[config.mk]
export PLATFORM = sky130hd
export DESIGN_NAME = sipo_rx_flat
export DESIGN_NICKNAME = d
export VERILOG_FILES = /design/src/rtl/sipo_pkg.sv /design/src/rtl/sipo_rx_if.sv /design/src/rtl/sipo_shift_core.sv /design/src/rtl/sipo_rx.sv /design/src/flat_wrapper.sv
export SDC_FILE = /design/constraint.sdc
export NUM_CORES = 1
export LEC_CHECK = 0
export CAP_MARGIN = 20
export CORE_AREA = 2 2 39 41
export CTS_BUF_LIST = sky130_fd_sc_hd__clkbuf_2 sky130_fd_sc_hd__clkbuf_4 sky130_fd_sc_hd__clkbuf_8
export CTS_CLUSTER_DIAMETER = 150
export CTS_CLUSTER_SIZE = 40
export DETAILED_ROUTE_END_ITERATION = 10
export DIE_AREA = 0 0 41 43
export GPL_TIMING_DRIVEN = 0
export HOLD_SLACK_MARGIN = 0.02
export PLACE_DENSITY = 0.84
export SETUP_SLACK_MARGIN = 0.05
export SLEW_MARGIN = 5
export SYNTH_ARGS = -nofsm -noshare
export SYNTH_HDL_FRONTEND = slang
export SYNTH_HIERARCHICAL = 1
export SYNTH_SLANG_ARGS = --single-unit
export TNS_END_PERCENT = 20
[constraint.sdc]
create_clock -name clk -period 2.67 [get_ports clk]
set_input_delay 0.534 -clock clk [delete_from_list [all_inputs] [get_ports clk]]
set_output_delay 0.534 -clock clk [all_outputs]
set_load 0.01 [all_outputs]
[src/rtl/sipo_pkg.sv]
// Shared types and constants for the serial-in / parallel-out receiver.
package sipo_pkg;

  // Receiver framing state: waiting for a sync-qualified first bit, or
  // collecting the remaining bits of a frame.
  typedef enum logic {
    IDLE  = 1'b0,
    SHIFT = 1'b1
  } state_t;

  localparam int DEFAULT_WIDTH = 4;

endpackage : sipo_pkg

[src/rtl/sipo_rx_if.sv]
// Serial input strobe/data plus the parallel output handshake of sipo_rx.
interface sipo_rx_if import sipo_pkg::*; #(
  parameter int WIDTH = DEFAULT_WIDTH
);

  logic             serial_in;
  logic             shift_en;
  logic             sync;
  logic             out_ready;
  logic             clr_ovr;
  logic [WIDTH-1:0] parallel_out;
  logic             out_valid;
  logic             busy;
  logic             overrun;

  // Producer of serial bits and consumer of parallel words.
  modport master (
    output serial_in, shift_en, sync, out_ready, clr_ovr,
    input  parallel_out, out_valid, busy, overrun
  );

  // The receiver itself.
  modport slave (
    input  serial_in, shift_en, sync, out_ready, clr_ovr,
    output parallel_out, out_valid, busy, overrun
  );

endinterface : sipo_rx_if

[src/rtl/sipo_shift_core.sv]
// Shift register and bit counter: assembles one MSB-first frame and flags
// the sample that completes it. A non-zero count means a frame is open.
module sipo_shift_core import sipo_pkg::*; #(
  parameter int WIDTH = DEFAULT_WIDTH
) (
  input  logic             clk,
  input  logic             rst,
  input  logic             shift_en,
  input  logic             sync,
  input  logic             serial_in,
  output logic [WIDTH-1:0] word,
  output logic             done
);

  localparam int CNT_W = $clog2(WIDTH + 1);

  logic [WIDTH-1:0] shift_q;
  logic [CNT_W-1:0] bit_cnt_q;
  logic             last_bit;

  // The open frame already holds WIDTH-1 bits, so the next plain bit ends it.
  assign last_bit = (bit_cnt_q == CNT_W'(WIDTH - 1));
  // A sync always restarts, so it can never be the completing bit.
  assign done     = shift_en & ~sync & last_bit;
  // Stable from the completing edge until the next accepted bit.
  assign word     = shift_q;

  // Sync restarts the frame; plain bits shift in only while a frame is open.
  // NOTE: state registers use non-blocking assignments so every flop samples
  // pre-edge values regardless of process evaluation order.
  always_ff @(posedge clk) begin
    if (rst) begin
      shift_q   <= '0;
      bit_cnt_q <= '0;
    end else if (shift_en) begin
      if (sync) begin
        shift_q   <= {{(WIDTH-1){1'b0}}, serial_in};
        bit_cnt_q <= CNT_W'(1);
      end else if (bit_cnt_q != '0) begin
        shift_q   <= {shift_q[WIDTH-2:0], serial_in};
        bit_cnt_q <= last_bit ? '0 : bit_cnt_q + CNT_W'(1);
      end
    end
  end

endmodule : sipo_shift_core

[src/rtl/sipo_rx.sv]
// Serial-to-parallel receiver: framing FSM, output word register with a
// valid/ready handshake, and a sticky overrun flag for dropped words.
module sipo_rx import sipo_pkg::*; #(
  parameter int WIDTH = DEFAULT_WIDTH
) (
  input logic      clk,
  input logic      rst,
  sipo_rx_if.slave bus
);

  state_t           state_q, state_d;
  logic [WIDTH-1:0] core_word;
  logic             core_done;
  logic             pend_q;
  logic [WIDTH-1:0] out_q;
  logic             valid_q;
  logic             ovr_q;
  logic             take;
  logic             ovr_set;

  sipo_shift_core #(.WIDTH(WIDTH)) u_core (
    .clk       (clk),
    .rst       (rst),
    .shift_en  (bus.shift_en),
    .sync      (bus.sync),
    .serial_in (bus.serial_in),
    .word      (core_word),
    .done      (core_done)
  );

  // Framing state register.
  always_ff @(posedge clk) begin
    if (rst) state_q <= IDLE;
    else     state_q <= state_d;
  end

  // Next state: open on a sync-qualified bit, close on the completing bit.
  // NOTE: state_d takes a default before the case so no path leaves it
  // unassigned, which would otherwise infer a latch.
  always_comb begin
    state_d = state_q;
    case (state_q)
      IDLE:    if (bus.shift_en && bus.sync) state_d = SHIFT;
      SHIFT:   if (core_done)                state_d = IDLE;
      default: state_d = IDLE;
    endcase
  end

  // A finished word lands one edge after completion; it is taken only if the
  // register is empty or being consumed on that same edge.
  assign take    = pend_q & (~valid_q | bus.out_ready);
  assign ovr_set = pend_q & valid_q & ~bus.out_ready;

  // Output register, handshake and sticky overrun (setting beats clearing).
  always_ff @(posedge clk) begin
    if (rst) begin
      pend_q  <= 1'b0;
      out_q   <= '0;
      valid_q <= 1'b0;
      ovr_q   <= 1'b0;
    end else begin
      pend_q <= core_done;
      if (take) begin
        out_q   <= core_word;
        valid_q <= 1'b1;
      end else if (valid_q && bus.out_ready) begin
        valid_q <= 1'b0;
      end
      if (ovr_set)          ovr_q <= 1'b1;
      else if (bus.clr_ovr) ovr_q <= 1'b0;
    end
  end

  assign bus.parallel_out = out_q;
  assign bus.out_valid    = valid_q;
  assign bus.busy         = (state_q == SHIFT);
  assign bus.overrun      = ovr_q;

endmodule : sipo_rx
[src/flat_wrapper.sv]
// flat-port wrapper written by rule: the top's interface ports become plain ports
module sipo_rx_flat import sipo_pkg::*;
#(
  parameter int WIDTH = DEFAULT_WIDTH
)
  (clk, rst, bus_serial_in, bus_shift_en, bus_sync, bus_out_ready, bus_clr_ovr, bus_parallel_out, bus_out_valid, bus_busy, bus_overrun);
  sipo_rx_if #(.WIDTH(WIDTH)) bus_i ();
  input logic clk;
  input logic rst;
  input wire logic [$bits(bus_i.serial_in)-1:0] bus_serial_in;
  input wire logic [$bits(bus_i.shift_en)-1:0] bus_shift_en;
  input wire logic [$bits(bus_i.sync)-1:0] bus_sync;
  input wire logic [$bits(bus_i.out_ready)-1:0] bus_out_ready;
  input wire logic [$bits(bus_i.clr_ovr)-1:0] bus_clr_ovr;
  output wire logic [$bits(bus_i.parallel_out)-1:0] bus_parallel_out;
  output wire logic [$bits(bus_i.out_valid)-1:0] bus_out_valid;
  output wire logic [$bits(bus_i.busy)-1:0] bus_busy;
  output wire logic [$bits(bus_i.overrun)-1:0] bus_overrun;
  assign bus_i.serial_in = bus_serial_in;
  assign bus_i.shift_en = bus_shift_en;
  assign bus_i.sync = bus_sync;
  assign bus_i.out_ready = bus_out_ready;
  assign bus_i.clr_ovr = bus_clr_ovr;
  assign bus_parallel_out = bus_i.parallel_out;
  assign bus_out_valid = bus_i.out_valid;
  assign bus_busy = bus_i.busy;
  assign bus_overrun = bus_i.overrun;
  sipo_rx #(.WIDTH(WIDTH)) u_core (.clk(clk), .rst(rst), .bus(bus_i));
endmodule
== Word-level counts from Yosys, hierarchy flattened ==
Cells that the tools add are included.
Cells by class
  reduce and logical (&&, ||, !) cells: 7
  multiplexer cells: 12
  bitwise operators: 10
  add/subtract/negate cells: 1
  equality and inequality tests: 1
Operator list (count)
  two-way mux 3 bit: 3
  two-way mux 4 bit: 2
  two-way mux 1 bit: 6
  nonzero test 2 bit: 3
  AND 1 bit: 5
  NOT 1 bit: 4
  adder 3 x 1 -> 3 bit, second input constant: 1
  == test 3 x 2 -> 1 bit, second input constant: 1
  nonzero test 3 bit: 1
  logical AND 1 bit: 2
  one-hot mux 1 bit (2 select lines): 1
  AND reduction 2 bit: 1
  OR 1 bit: 1
Word-level totals
  output and inout bits: 7
  logic and storage cells: 38
  input port bits: 7
  bits in registers: 15

== Longest topological paths before layout ==
  word-level depth: 5
  mapped depth: 5
  mapped depth without buffers: 5

== Hierarchy ==
Netlist, hierarchy kept.
By module, submodules not included
  sipo_rx: cells an instance 33, area an instance 335.3 µm², times used 1, seq. area each 160.2 µm²
  sipo_shift_core: cells an instance 33, area an instance 314.1 µm², times used 1, seq. area each 140.1 µm²

== Worst setup path before layout ==
Ideal clock, no wire load.
  path kind: flip-flop to flip-flop
  start point: register u_core.u_core.bit_cnt_q[0]
  end point: register u_core.u_core.bit_cnt_q[1]
  data arrival time: 1.202 ns
  slack: 1.396 ns
  cell stages (with the launch flop): 5
  library setup time: 0.072 ns
  data required time: 2.598 ns
  clock period less this slack: 1.274 ns
  path buffers: 0
  cell sequence: dfxtp_1 -> ha_1 -> nor2b_1 -> or4b_1 -> mux2i_1
On the way
  cells in the longest elaborated chain, start to end: 4
  elaborated cells between the ends (all ways): 8
  those cells by class: add/sub (1); eq/ne (1); mux (3); reduce/logical (3)
Ends and longest elaborated chain
  start: declaration: RTL line sipo_shift_core.sv:18  | logic [CNT_W-1:0] bit_cnt_q;
  start signal: assignment: RTL line sipo_shift_core.sv:41  | bit_cnt_q <= last_bit ? '0 : bit_cnt_q + CNT_W'(1);
  adder 3 x 1 -> 3 bit / == test 3 x 2 -> 1 bit (equally long branches): RTL line sipo_shift_core.sv:41, sipo_shift_core.sv:22
  two-way mux 3 bit: RTL line sipo_shift_core.sv:41
  two-way mux 3 bit: RTL line sipo_shift_core.sv:39  | end else if (bit_cnt_q != '0) begin
  two-way mux 3 bit: RTL line sipo_shift_core.sv:36  | if (sync) begin
Several ways; a longest one is shown, not always the timed one. The select of a mux whose other input is x is not followed.
A chain may end at the register's enable or synchronous reset.

== Worst setup path after layout ==
  start point: register u_core.out_q[0], in the netlist u_core/bus.parallel_out[0]
  end point: output port bus_parallel_out[0]
RTL lines
  start: declaration: RTL line sipo_rx.sv:15  | logic [WIDTH-1:0] out_q;
  start signal: assignment: RTL line sipo_rx.sv:64  | out_q <= core_word;
  end: declaration: RTL line flat_wrapper.sv:15  | output wire logic [$bits(bus_i.parallel_out)-1:0] bus_parallel_out;
No word-level cell between the ends.

==> flow_metrics.env <==
export IMPL_status="completed"
export IMPL_cts_root_buf="clkbuf_4"
export IMPL_slew_viol_final=0
export IMPL_cts_sinks=15
export IMPL_cts_resized=0
export IMPL_maxCapViolCount=0
export IMPL_via_per_inst=4.86
export IMPL_initialDrtViolationCount=4
export IMPL_drt_met1_wl_um=454
export IMPL_worst_pin_slew_ns=0.330
export IMPL_fillCellCount=141
export IMPL_worstSkewPairLatency_ns=0.28
export IMPL_rr_endpoint="u_core/u_core/bit_cnt_q[1]"
export IMPL_grt_pass1_wl_um=1690
export IMPL_arrival_ns=1.16
export IMPL_hold_class="reg -> reg"
export IMPL_ys_types=23
export IMPL_io_pins=14
export IMPL_numCtsBuffers=3
export IMPL_first_pass_iters=4
export IMPL_cp_required_ns=2.14
export IMPL_critPathMaxFanout=2
export IMPL_setup_viol=0
export IMPL_portBuffers=13
export IMPL_start_util_pct=46.9
export IMPL_cts_setup_buffers=0
export IMPL_min_from="u_core/bus.parallel_out[2]"
export IMPL_rows=14
export IMPL_route_antenna_remaining_nets=0
export IMPL_max_freq_mhz=591
export IMPL_synth_fp_nets=75
export IMPL_path_cells="clkdlybuf4s50_1"
export IMPL_hold_path_cell_count=2
export IMPL_worst_path_buf_inv=1
export IMPL_cts_tree="yes"
export IMPL_ys_warn_count=6
export IMPL_slew_headroom_pct=78.0
export IMPL_wl_per_cell_um=9.68
export IMPL_dp_hpwl_um=712
export IMPL_ff2ff_setup_slack_ns=1.30
export IMPL_wl_met3_um=76
export IMPL_wl_met2_um=415
export IMPL_period_minus_slack_ns=1.69
export IMPL_drc_errors=0
export IMPL_num_vias=481
export IMPL_die_h_um=43
export IMPL_top_layer="met4"
export IMPL_slowest_stage="clkdlybuf4s50_1"
export IMPL_critPathLaunchType="register"
export IMPL_avgSynthCellArea_um2=9.84
export IMPL_synthesis_area_um2=649
export IMPL_switching_share_pct=23.1
export IMPL_yosys_register_bits=15
export IMPL_die_area_um2=1760
export IMPL_final_layout_size_suffix_gt1_share_pct=12.0
export IMPL_cp_end_kind="output pin"
export IMPL_crit_type="reg -> out"
export IMPL_routed_wl_um=958
export IMPL_path_clk_slew_ns=0.10
export IMPL_hold_path_end="u_core/bus.parallel_out[2]"
export IMPL_tns_ns=0
export IMPL_finalHoldViolations=0
export IMPL_hold_buffers=0
export IMPL_p_per_area_nw_per_um2=478
export IMPL_p_sw_mw=0.0914
export IMPL_die_w_um=41
export IMPL_pwr_share_comb_pct=9.1
export IMPL_antenna_cells=0
export IMPL_grt_max_degree=11
export IMPL_slowest_delay_ns=0.54
export IMPL_r2r_start="u_core/u_core/bit_cnt_q[0]"
export IMPL_cts_max_path_buffers=2
export IMPL_synthCells=66
export IMPL_reg2regPathDepth=4
export IMPL_htreeDepth=1
export IMPL_peakVddDrop_uv=356
export IMPL_path_delay_family="buffers and inverters"
export IMPL_clkPwrFrac_pct=32.5
export IMPL_grt_overflow_total=0
export IMPL_skew_ns=0.00849
export IMPL_fin_nets=93
export IMPL_intPower_mw=0.304
export IMPL_coreArea_um2=1380
export IMPL_rsz0062_at_grt="no"
export IMPL_yosysSeqAreaShare_pct=46.2
export IMPL_pre_cts_ws_ns=0.894
export IMPL_p_leak_nw=0.308
export IMPL_p_seq_share_pct=58.3
export IMPL_area_growth_pct=27.4
export IMPL_setup_ws_ns=0.979
export IMPL_grtUsageTotal_pct=14.2
export IMPL_antenna_found_initial=0
export IMPL_min_period_over_period_pct=63.3
export IMPL_grt_pass1_vias=394
export IMPL_routabilityCongestion=0.686
-- cell usage in the layout (no fill, tap or decap), types with 2 or more instances in the layout --
master / n
clkbuf_4: 3
clkdlybuf4s50_1: 13
o22ai_1: 2
dfxtp_1: 15
inv_1: 4
nand2b_1: 9
ha_1: 2
nor2b_1: 3
mux2i_1: 6
nand2_1: 6
nor2_1: 5
-- power by group through the flow --
stage / sequential [mW] / clock, mW / combinational, mW
6_report: 0.230 / 0.128 / 0.0361
5_1_grt: 0.231 / 0.142 / 0.0413
4_1_cts: 0.230 / 0.131 / 0.0364
3_5_place_dp: 0.236 / 0 / 0.0361
3_3_place_gp: 0.236 / 0 / 0.0355
2_1_floorplan: 0.236 / 0 / 0.0191
-- layer usage --
| layer | track usage (%) | vias to the layer above |
|---|---|---|
| met4 | 10.0 | 0 |
| met2 | 18.4 | 20 |
| met1 | 20.0 | 205 |
| met3 | 3.14 | 2 |
| li1 | - | 254 |
| met5 | 0 | - |
-- Yosys cell counts --
library cell  instances  area [um2]
mux2i_1               6        60.1
o32ai_1               1        8.76
nand2_1               6        22.5
nor2b_4               1        13.8
nor2b_1               3        18.8
o22ai_1               2        12.5
a21oi_1               1        5.00
ha_1                  2        25.0
dfxtp_1              15         300
nor2b_2               1        8.76
o221a_2               1        11.3
buf_6                 1        11.3
and3_1                1        6.26
nand3b_1              1        7.51
o21a_1                1        7.51
nor2_1                5        18.8
nand2b_1              9        56.3
clkbuf_1              1        3.75
inv_1                 4        15.0
mux2_2                1        11.3
or4b_1                1        10.0
and3b_2               1        10.0
o21ai_0               1        5.00
-- metrics by stage --
step | hold slack [ns] | power [mW] | utilization (%) | instance area [um2] | std cells
after floorplan | 0.451 | 0.255 | - | 649 | 66
after global placement | 0.459 | 0.271 | 57.8 | 800 | 95
after detailed placement | 0.462 | 0.272 | 57.8 | 800 | 95
after CTS | 0.480 | 0.398 | 59.8 | 827 | 99
after global routing | 0.502 | 0.414 | 59.8 | 827 | 99
final | 0.477 | 0.395 | 59.8 | 827 | 99
-- kinds of logic (layout without fill, tap and decap cells) --
group           count (synthesis)  count (layout)  share of synthesized area (%)
simple gates                   29              29                           26.6
compound gates                  7               7                           7.71
fa+ha+maj                       2               2                           3.85
buf+inv                         6              23                           4.62
flops                          15              15                           46.2
mux                             7               7                           11.0
-- layout make-up --
type                       instances  area, um2  share of cell area (%)
multi-input combinational         45        319                    38.6
sequential                        15        300                    36.3
timing repair buffer              13        130                    15.7
clock buffer                       3       22.5                    2.72
tap                               16       20.0                    2.42
buffer                             2       15.0                    1.82
inverter                           4       15.0                    1.82
clock inverter                     1       5.00                   0.605
-- how the worst max path moves through the flow --
stage                               startpoint                          to  slack, ns  depth (start not counted)
detailed placement                         rst  u_core/u_core/bit_cnt_q[1]       0.89                          3
finish              u_core/bus.parallel_out[0]         bus_parallel_out[0]       0.98                          1
global route                   u_core/bus.busy                    bus_busy       0.91                          1
CTS                 u_core/bus.parallel_out[0]         bus_parallel_out[0]       0.96                          1
global placement                           rst  u_core/u_core/bit_cnt_q[1]       0.91                          3
floorplan           u_core/u_core/bit_cnt_q[0]  u_core/u_core/bit_cnt_q[1]       1.40                          4
-- sequential cells by signal, indices dropped and copies added, names as in the netlist --
name and cells:
u_core/bus.busy 1, u_core/bus.out_valid 1, u_core/bus.overrun 1, u_core/bus.parallel_out 4
u_core/pend_q 1, u_core/u_core/bit_cnt_q 3, u_core/u_core/word 4
(Power assumes the default switching activity.)
